File: src/rtl/uart_rx_core.sv
// UART receive front-end: 2-flop synchronizer, mid-bit sampling FSM, valid/ready word output.
// Optional parity bit support is compiled in with `define UART_RX_PARITY_EN.
module uart_rx_core #(
  parameter int DATA_W = 8,
  parameter int CDR_W  = 16
) (
  input  logic              clk,
  input  logic              rstn,
  input  logic              rx_en,
  input  logic [CDR_W-1:0]  cdr,
  input  logic              parity_odd,
  input  logic              uart_rx,
  output logic [DATA_W-1:0] rx_data,
  output logic              rx_valid,
  input  logic              rx_ready,
  output logic              frame_err,
  output logic              parity_err,
  output logic              overrun_err
);

`ifdef UART_RX_PARITY_EN
  typedef enum logic [2:0] {IDLE, START, DATA, PARITY, STOP, WAIT_HI} state_t;
`else
  typedef enum logic [2:0] {IDLE, START, DATA, STOP, WAIT_HI} state_t;
`endif

  state_t              state, state_nxt;
  logic                rx_s1, rxs;
  logic [CDR_W-1:0]    cnt, cdr_l;
  logic [3:0]          bit_cnt;
  logic [DATA_W-1:0]   shreg;
  logic                par_bad;
  logic                samp, stop_samp, deliver, ferr_set;

  always_ff @(posedge clk or negedge rstn) begin
    if (!rstn) state <= IDLE;
    else       state <= state_nxt;
  end

  // rx_en low forces IDLE from any state on the next edge
  always_comb begin
    state_nxt = state;
    case (state)
      IDLE:    if (~rxs) state_nxt = START;
      START:   if (samp) state_nxt = rxs ? IDLE : DATA;
      DATA:
        if (samp && bit_cnt == 4'(DATA_W - 1)) begin
`ifdef UART_RX_PARITY_EN
          state_nxt = PARITY;
`else
          state_nxt = STOP;
`endif
        end
`ifdef UART_RX_PARITY_EN
      PARITY:  if (samp) state_nxt = STOP;
`endif
      STOP:    if (samp) state_nxt = rxs ? IDLE : WAIT_HI;
      WAIT_HI: if (rxs) state_nxt = IDLE;
      default: state_nxt = IDLE;
    endcase
    if (!rx_en) state_nxt = IDLE;
  end

  always_comb begin
    samp = 1'b0;
    case (state)
      START:   samp = (cnt == (cdr_l >> 1));
      DATA,
`ifdef UART_RX_PARITY_EN
      PARITY,
`endif
      STOP:    samp = (cnt == cdr_l);
      default: samp = 1'b0;
    endcase
    stop_samp = rx_en & (state == STOP) & samp;
    deliver   = stop_samp & rxs & ~par_bad;
    ferr_set  = stop_samp & ~rxs;
  end

  always_ff @(posedge clk or negedge rstn) begin
    if (!rstn) begin
      rx_s1   <= 1'b1;
      rxs     <= 1'b1;
      cnt     <= '0;
      cdr_l   <= '0;
      bit_cnt <= '0;
      shreg   <= '0;
    end else begin
      rx_s1 <= uart_rx;
      rxs   <= rx_s1;
      if (!rx_en) begin
        cnt     <= '0;
        bit_cnt <= '0;
      end else begin
        case (state)
          IDLE: begin
            cnt     <= '0;
            bit_cnt <= '0;
            if (~rxs) cdr_l <= cdr;
          end
          WAIT_HI: cnt <= '0;
          default: cnt <= samp ? '0 : cnt + 1'b1;
        endcase
        if (state == DATA && samp) begin
          shreg   <= {rxs, shreg[DATA_W-1:1]};
          bit_cnt <= bit_cnt + 4'd1;
        end
      end
    end
  end

`ifdef UART_RX_PARITY_EN
  logic par_acc;

  always_ff @(posedge clk or negedge rstn) begin
    if (!rstn) begin
      par_acc <= 1'b0;
      par_bad <= 1'b0;
    end else if (state == IDLE) begin
      par_acc <= 1'b0;
      par_bad <= 1'b0;
    end else if (state == DATA && samp) begin
      par_acc <= par_acc ^ rxs;
    end else if (state == PARITY && samp) begin
      par_bad <= ((par_acc ^ rxs) != parity_odd);
    end
  end

  always_ff @(posedge clk or negedge rstn) begin
    if (!rstn) parity_err <= 1'b0;
    else       parity_err <= stop_samp & rxs & par_bad;
  end
`else
  logic unused_parity_odd;
  assign unused_parity_odd = parity_odd;
  assign par_bad           = 1'b0;
  assign parity_err        = 1'b0;
`endif

  // a same-edge accept frees the slot, so the new word lands without overrun
  always_ff @(posedge clk or negedge rstn) begin
    if (!rstn) begin
      rx_data     <= '0;
      rx_valid    <= 1'b0;
      frame_err   <= 1'b0;
      overrun_err <= 1'b0;
    end else begin
      frame_err   <= ferr_set;
      overrun_err <= deliver & rx_valid & ~rx_ready;
      if (deliver && (!rx_valid || rx_ready)) begin
        rx_data  <= shreg;
        rx_valid <= 1'b1;
      end else if (rx_valid && rx_ready) begin
        rx_valid <= 1'b0;
      end
    end
  end

endmodule

File: config.mk
export PLATFORM = sky130hd
export DESIGN_NAME = uart_rx_core
export DESIGN_NICKNAME = d
export VERILOG_FILES = /design/src/rtl/uart_rx_core.sv
export SDC_FILE = /design/constraint.sdc
export NUM_CORES = 1
export LEC_CHECK = 0
export ABC_AREA = 1
export CELL_PAD_IN_SITES_DETAIL_PLACEMENT = 1
export CELL_PAD_IN_SITES_GLOBAL_PLACEMENT = 1
export CORE_MARGIN = 10
export CORE_UTILIZATION = 38
export DETAILED_ROUTE_END_ITERATION = 6
export PLACE_DENSITY = 0.84
export SLEW_MARGIN = 20
export SYNTH_ARGS = -nofsm -noshare
export SYNTH_HDL_FRONTEND = slang
export SYNTH_SLANG_ARGS = --single-unit
File: constraint.sdc
create_clock -name clk -period 1.8 [get_ports clk]
set_input_delay 0.27 -clock clk [delete_from_list [all_inputs] [get_ports clk]]
set_output_delay 0.27 -clock clk [all_outputs]
set_load 0.02 [all_outputs]
* Word level (Yosys, flattened, before mapping)
Index checks and enable logic that the tools add are counted.
** Operators by class
- Reductions and logical operators :: 13
- Mux-type cells :: 18
- Equality and inequality tests :: 13
- Bitwise operators :: 8
- Add/subtract/negate cells :: 2
** Operator list (count)
- $mux W16 :: 3
- $mux W3 :: 7
- $add A16 B1 Y16 const B :: 1
- $eq A16 B15 Y1 :: 1
- $eq A16 B16 Y1 :: 1
- $ne A3 B3 Y1 const B :: 5
- $pmux W3 S5 :: 1
- $mux W4 :: 3
- $and A1 B1 Y1 :: 6
- $eq A3 B2 Y1 const B :: 2
- $reduce_and A5 Y1 :: 1
- $add A4 B1 Y4 const B :: 1
- $eq A4 B3 Y1 const B :: 1
- $logic_and A1 B1 Y1 :: 4
- $reduce_or A2 Y1 :: 2
- $eq A3 B1 Y1 const B :: 1
- $eq A3 B3 Y1 const B :: 1
- $logic_not A3 Y1 :: 1
- $ne A3 B1 Y1 const B :: 1
- $reduce_and A3 Y1 :: 1
- $mux W1 :: 2
- $mux W2 :: 1
- $not A1 Y1 :: 2
- $pmux W1 S2 :: 1
- 4 further kinds :: 4
** Storage, ports and cells
- Register bits after elaboration :: 60
- Logic and storage cells :: 65
- Input port bits :: 22
- Output and inout bits :: 12

* Longest topological paths before layout
Gate-level depths: netlist of run 1.
- Depth in word-level cells :: 7
- Depth in mapped cells :: 17
- Depth with buffers taken out :: 14

* Least setup slack after synthesis of run 1
Ideal clock, no wire load.
- Path kind :: register -> register
- Start :: register state[2]
- End :: register shreg[7]
- Stages on the path, launching flop included :: 17
- Clock period less this slack :: 1.837 ns
- Arrival time :: 1.720 ns
- Data required time :: 1.683 ns
- Path buffers :: 3
- Slack :: -0.037 ns
- Library setup time :: 0.117 ns
- Cell sequence :: dfrtp_1 -> buf_4 -> inv_4 -> nand2_4 -> buf_6 -> nand2_1 -> nand2_1 -> nand2_1 -> nand2_1 -> nor2_1 -> and2_1 -> nand3_1 -> nor2_2 -> buf_4 -> nand3_1 -> o21ai_1 -> inv_1
** Between the ends
- Longest elaborated chain between the ends :: 5
- Elaborated cells on any way between the ends :: 7
- Those cells by class :: eq/ne: 3; mux: 1; reduce/logical: 3
** Ends and longest elaborated chain
- start, declared :: line 27 : state_t state, state_nxt;
- start signal, assigned :: line 37 : else state <= state_nxt;
- $eq A3 B2 Y1, on equally long branches :: line 66, 104
- $reduce_or A2 Y1 :: line 66 : case (state)
- $pmux W1 S2 :: line 66
- $logic_and A1 B1 Y1 (*) :: line 104 : if (state == DATA && samp) begin
- $reduce_and A2 Y1 (no line) (*)
- end signal, assigned :: line 105 : shreg <= {rxs, shreg[DATA_W-1:1]};
- end, declared :: line 31 : logic [DATA_W-1:0] shreg;
Every way passes the cells marked *; elsewhere a longest branch is shown, timed or not.
A chain may end at the register's enable or synchronous reset.

* Worst setup path in the final report of run 1
- Start :: register state[1]
- End :: register cnt[2]
** Between the ends
- Longest elaborated chain between the ends :: 6
- Elaborated cells on any way between the ends :: 11
- Those cells by class :: eq/ne: 4; mux: 4; reduce/logical: 3
** Ends and longest elaborated chain
- $eq A3 B2 Y1 :: line 66
- $reduce_or A2 Y1 :: line 66
- $pmux W1 S2 :: line 66
- $mux W16 :: line 102 : default: cnt <= samp ? '0 : cnt + 1'b1;
- $mux W16 (*) :: line 95 : case (state)
- $mux W16 (*) :: line 91 : if (!rx_en) begin
- end signal, assigned :: line 102
- end, declared :: line 29 : logic [CDR_W-1:0] cnt, cdr_l;
Marked as above.

==> reports/results.txt, run 1 <==
ANT nets after route - 0
Layout Utilization - 0.527
Setup tns final - -10.49 ns
Max FO, Critical Path - 11
Max Cap Violations - 0
Largest net degree at the start of global routing - 32
Synthesized area - 3410 µm²
Synth Area in Adders - 0.00734
Worst hold path type - input pin to register
Clock Latency Late Sink - 0.36 ns
Port Buf Inserts - 31
Sw frac - 0.460
Area growth, synth to finish - 34.8%
RSZ-0062 raised after global routing - true
Gpl congestion - 0.893
Count of cell types in the netlist - 34
Vias in the first global route - 3719
Chip Width - 115 µm
Placed cell area - 4130 µm²
Wire per inst - 17.8 µm
Power density cells - 1230 nW/µm²
P_int - 3060 µW
Dominant cell type by area after synthesis - dfrtp_1
Sw Pwr - 2610 µW
Hold_sp - uart_rx
Synthesized Nets - 489
Post-Route WL - 11700 µm
Clock Power Share - 0.196
CTS tree - yes
Register share of total power - 0.309
CTS root buf - clkbuf_8
Status - finished, violations left
Post-synthesis register bit count - 60
Max IR drop VDD - 0.515 mV
Largest family of logic cells by synthesized area - simple AND/OR/NAND/NOR gates
LEAKAGE - 0.00218 µW
Share of cells above drive strength 1 - 0.225
Top_reg_cell synth - dfrtp_1
Worst r2r src - state[1]$_DFFE_PN0P_
Fin crit period - 2.12 ns
Effective utilization at floorplan - 0.391
Seq/Total Area, Yosys - 0.441
Initial antenna violation count - 0
Final Slew Violations - 0
Number of flops mapped to enable cells by yosys - 0
Setup ws final - -0.320 ns
Worst setup SP type - register
Simple-gate share of the synthesized area - 0.379
Period utilization - 1.18
Post-route DRC violation count - 0
Yosys warnings - 0
Final hold vios - 0
Clk sink count - 60
Gate power share - 0.494
Avg Cell Area, Syn - 7.33 µm²
WP data required - 2.03 ns
Post-Syn Instances - 465
Clk buf depth - 2
CP Data Arrival Time - 2.35 ns
# diodes - 0
H-tree depth - 3
Max Freq - 472 MHz
Crit. End Element - register
I/O Pins - 34
Least-Margin Pin Slew - 0.640 ns
Compound-gate portion of the synthesized area - 0.0448
Cell with the most instances after synthesis - nand2_1
Final setup vio count - 42
Filler instances - 1082
Post-synthesis async set-or-reset flop share - 1.00
Total GRT Usage - 0.160
Final net count - 569
Vias per cell - 5.36
Synth top area share - 0.426
Die height - 115 µm
Area contributors post-synth - dfrtp_1, nand2_1, nand3_1
First-pass GRT wire length - 17300 µm
Vias - 3526
Core area - 8720 µm²
Fraction of synthesized area in multiplexers - 0.0162
DRC violation total after the first TritonRoute iteration - 181
Worst clock skew - 0.0138 ns
Row Count - 34
Top post-synthesis cells by count - nand2_1, nor2_1, nand3_1
CTS Buf Count - 9
Max_slew headroom - 0.573
Clk slew on worst S/H paths - 0.08 ns
Grt total ovfl - 0
Worst Setup SP - state[1]$_DFFE_PN0P_
Design Area, Final - 4590 µm²
Placed wire-length estimate - 7460 µm
Setup CP Type - register to register
Die area - 13200 µm²
Failing checks - setup timing
Detailed Routing Iterations Pass 1 - 4
Synth Area in XOR/XNOR - 0.0231
metal layers:
metal  vias up  wire [µm]  global-route usage
li1       1651          -                   -
met1      1734       4830               0.180
met2        94       5890               0.287
met3        47        469              0.0335
met4         0        515              0.0668
met5         -          0                   0
placed cells by master (no fill, tap or decap), types with 6 or more instances in the layout:
cell type | netlist | layout
clkdlybuf4s50_1 | 0 | 30
inv_1 | 50 | 49
nand4_1 | 13 | 13
nand2_1 | 119 | 106
clkbuf_8 | 0 | 9
dfrtp_1 | 58 | 57
nand3_1 | 59 | 52
nand2_2 | 0 | 12
nand3_2 | 3 | 6
nor2_2 | 1 | 9
buf_4 | 8 | 39
nor2_1 | 77 | 67
a21oi_1 | 24 | 22
xor2_1 | 8 | 8
buf_12 | 0 | 6
power groups by stage:
stage          combinational, µW  sequential (µW)  clock (µW)
4_1_cts                     2480             1770        1130
6_report                    2800             1750        1110
3_3_place_gp                2220             1760           0
5_1_grt                     3060             1780        1190
2_1_floorplan               1550             1720           0
3_5_place_dp                2360             1770           0
logic make-up after synthesis:
group           Yosys count
buf+inv                  66
simple gates            292
other cells               1
fa+ha+maj                 2
flops                    60
compound gates           30
xor+xnor                  9
mux                       5
final timing paths:
| kind | end | slack (ns) | cells past startpoint |
|---|---|---|---|
| worst max-delay path | cnt[2]$_DFF_PN0_ | -0.32 | 13 |
| worst min register to register | rxs$_DFF_PN1_ | 0.36 | 0 |
| min in group asynchronous | cdr_l[14]$_DFFE_PN0P_ | 0.47 | 2 |
| worst min-delay path | rx_s1$_DFF_PN1_ | 0.31 | 1 |
| worst max register to register | cnt[2]$_DFF_PN0_ | -0.32 | 13 |
| max in group asynchronous | cnt[8]$_DFF_PN0_ | 0.73 | 3 |
sequential cells by signal, summed over array words and instances, names as in the netlist, 3 cells and up:
signal   count
cdr_l       16
cnt         16
rx_data      8
shreg        8
bit_cnt      4
state        3
critical path, stage by stage (launching register included):
cell and delay, ns:
dfrtp_2 0.43, buf_4 0.17, nand2_4 0.15, nand2_1 0.09, nand3_1 0.08, nand2_1 0.11
nor2_1 0.14, nand2_1 0.13, nor2_4 0.15, buf_12 0.15, nand2_4 0.08, nand3_4 0.11
buf_12 0.14, nor2_1 0.05
cell type report:
cell class	count	area [µm²]	share of cell area
well taps	108	135	0.0294
flip-flops and latches	60	1510	0.328
inverters	52	200	0.0436
multi-input cells	341	1810	0.394
repair buffers	81	773	0.168
clock inverters	7	43.8	0.00953
clock buffers	9	124	0.0270
through the flow:
stage                     total power, µW  cells  hold WS (ns)  setup slack (ns)
after floorplan                      3270    465       -0.0256          0.000775
after global placement               3990    633         0.306            -0.157
after detailed placement             4130    633         0.319            -0.306
after CTS                            5370    651         0.316            -0.209
after global routing                 6040    658         0.310            -0.425
final                                5670    658         0.314            -0.320
timing repair:
item	CTS	global route
gates resized for setup	23	30
setup endpoints to repair	42	46
buffers inserted	1	5
pin swaps	6	8
endpoints found under the hold margin	20	0
hold buffers	1	0
gates cloned	0	2
(Power assumes the default switching activity.)
==> run 2: changes to the inputs <==
--- a/config.mk
+++ b/config.mk
@@ -11,6 +11,7 @@
 export CORE_MARGIN = 10
 export CORE_UTILIZATION = 38
 export DETAILED_ROUTE_END_ITERATION = 6
+export MAX_ROUTING_LAYER = met4
 export PLACE_DENSITY = 0.84
 export SLEW_MARGIN = 20
 export SYNTH_ARGS = -nofsm -noshare
==> reports/results.txt, run 2 (synthesis gave the netlist of run 1 again) <==
Vias - 3512
Final setup vio count - 42
Fin crit period - 2.12 ns
Most frequent cells in the layout - nand2_1, nor2_1, dfrtp_1, nand3_1, inv_1
Clk sink count - 60
Worst hold margin - 0.314 ns
Placed wire-length estimate - 7460 µm
Setup tns final - -10.60 ns
Worst setup SP type - register
Power density cells - 1230 nW/µm²
Commonest non-fill, non-tap cell in the layout - nand2_1
I/O Pins - 34
CP Data Arrival Time - 2.34 ns
Detailed Routing Iterations Pass 1 - 4
Max FO, Critical Path - 13
Period utilization - 1.18
H-tree depth - 3
Critical-path top delay cell - dfrtp_1
Share of cells above drive strength 1 - 0.225
CP Cell Sequence - clkinv_4 > buf_12 > nand3_1 > nand2_1 > nand2_1 > nand2_1 > nor2_1 > nand2_1 > nor2_4 > buf_12 > nand2_4 > nand3_4 > buf_12 > nor2_1
Clock Latency Late Sink - 0.35 ns
Die area - 13200 µm²
Grt total ovfl - 0
Setup ws final - -0.315 ns
Chip Width - 115 µm
Area growth, synth to finish - 34.8%
Port Buf Inserts - 31
Max Freq - 473 MHz
Max_slew headroom - 0.576
# diodes - 0
Slowest cell delay on critical path - 0.42 ns
Clk slew on worst S/H paths - 0.08 ns
Effective utilization at floorplan - 0.391
Max IR drop VDD - 0.516 mV
Wire per inst - 17.7 µm
CTS Buf Count - 9
Failing checks - setup timing
Gpl congestion - 0.908
ANT nets after route - 0
Cell mode on critical path - nand2_1
Die height - 115 µm
Status - finished, violations left
Worst clock skew - 0.0140 ns
Core area - 8720 µm²
Post-Route WL - 11700 µm
Max Cap Violations - 0
Worst hold path type - input pin to register
Top Registers - cdr_l: 16 flops, cnt: 16 flops
CTS tree - yes
Row Count - 34
Post-route DRC violation count - 0
RSZ-0062 raised after global routing - true
Setup CP Type - register to register
Clk buf depth - 2
Worst path bufs/invs - 4
Largest net degree at the start of global routing - 32
Initial antenna violation count - 0
Crit. End Element - register
Cell class contributing the biggest share of worst-path delay - simple AND/OR/NAND/NOR gates
Least-Margin Pin Slew - 0.636 ns
Total GRT Usage - 0.165
CTS root buf - clkbuf_8
Final net count - 569
Final hold vios - 0
DRC violation total after the first TritonRoute iteration - 177
LEAKAGE - 0.00218 µW
First-pass GRT wire length - 17300 µm
WP data required - 2.03 ns
Vias in the first global route - 3719
Final Slew Violations - 0
Vias per cell - 5.34
## run 2: cell counts in the layout (fill, tap and decap cells not counted)
Identical to the previous run, type by type.
## run 2: layer usage
layer / vias up / global-route usage / part of all wire
li1: 1654 / - / -
met1: 1720 / 0.180 / 0.42
met2: 90 / 0.287 / 0.50
met3: 48 / 0.0330 / 0.034
met4: 0 / 0.0668 / 0.043
met5: - / - / 0
## run 2: cell type report
cell class	instances	area [µm²]
clock buffer	9	124
timing repair buffer	81	773
tap	108	135
fill	1082	4130
sequential	60	1510
inverter	52	200
multi-input combinational	341	1810
clock inverter	7	43.8
## run 2: path summary, 6_finish.rpt
kind                       depth (start not counted)                  from               endpoint  slack [ns]
min reg2reg                                        0       rx_s1$_DFF_PN1_          rxs$_DFF_PN1_        0.36
min                                                1               uart_rx        rx_s1$_DFF_PN1_        0.31
max reg2reg                                       14  state[2]$_DFFE_PN0P_       cnt[2]$_DFF_PN0_       -0.32
max in group asynchronous                          3                  rstn       cnt[8]$_DFF_PN0_        0.73
max                                               14  state[2]$_DFFE_PN0P_       cnt[2]$_DFF_PN0_       -0.32
min in group asynchronous                          2                  rstn  cdr_l[14]$_DFFE_PN0P_        0.47
## run 2: per-stage QoR
| stage | area, µm² | power [µW] | util | setup slack, ns | instances |
|---|---|---|---|---|---|
| after floorplan | 3420 | 3270 | - | 0.000775 | 465 |
| after global placement | 4130 | 3990 | 0.473 | -0.157 | 633 |
| after detailed placement | 4130 | 4130 | 0.473 | -0.306 | 633 |
| after CTS | 4410 | 5370 | 0.506 | -0.209 | 651 |
| after global routing | 4590 | 6040 | 0.527 | -0.431 | 658 |
| final | 4590 | 5660 | 0.527 | -0.315 | 658 |
## run 2: power breakdown
group          internal (µW)  switching (µW)  leakage (µW)  total [µW]
Combinational           1010            1790       0.00135        2800
Sequential              1570             190      0.000742        1760
Clock                    491             613     0.0000848        1100
Total                   3060            2600       0.00218        5660
## run 2: what timing repair did
action / CTS / global route
cloned: 0 / 2
gates resized for setup: 23 / 30
endpoints found under the hold margin: 20 / 0
buffers inserted: 1 / 5
hold buffers: 1 / 0
pin swaps: 6 / 8
endpoints found under the setup margin: 42 / 46
==> run 3: changes to the inputs <==
--- a/config.mk
+++ b/config.mk
@@ -11,6 +11,7 @@
 export CORE_MARGIN = 10
 export CORE_UTILIZATION = 38
 export DETAILED_ROUTE_END_ITERATION = 6
+export HOLD_SLACK_MARGIN = 0.05
 export MAX_ROUTING_LAYER = met4
 export PLACE_DENSITY = 0.84
 export SLEW_MARGIN = 20
==> results of run 3 <==
The final DEF is identical to that of run 2; final timing and power are the same.
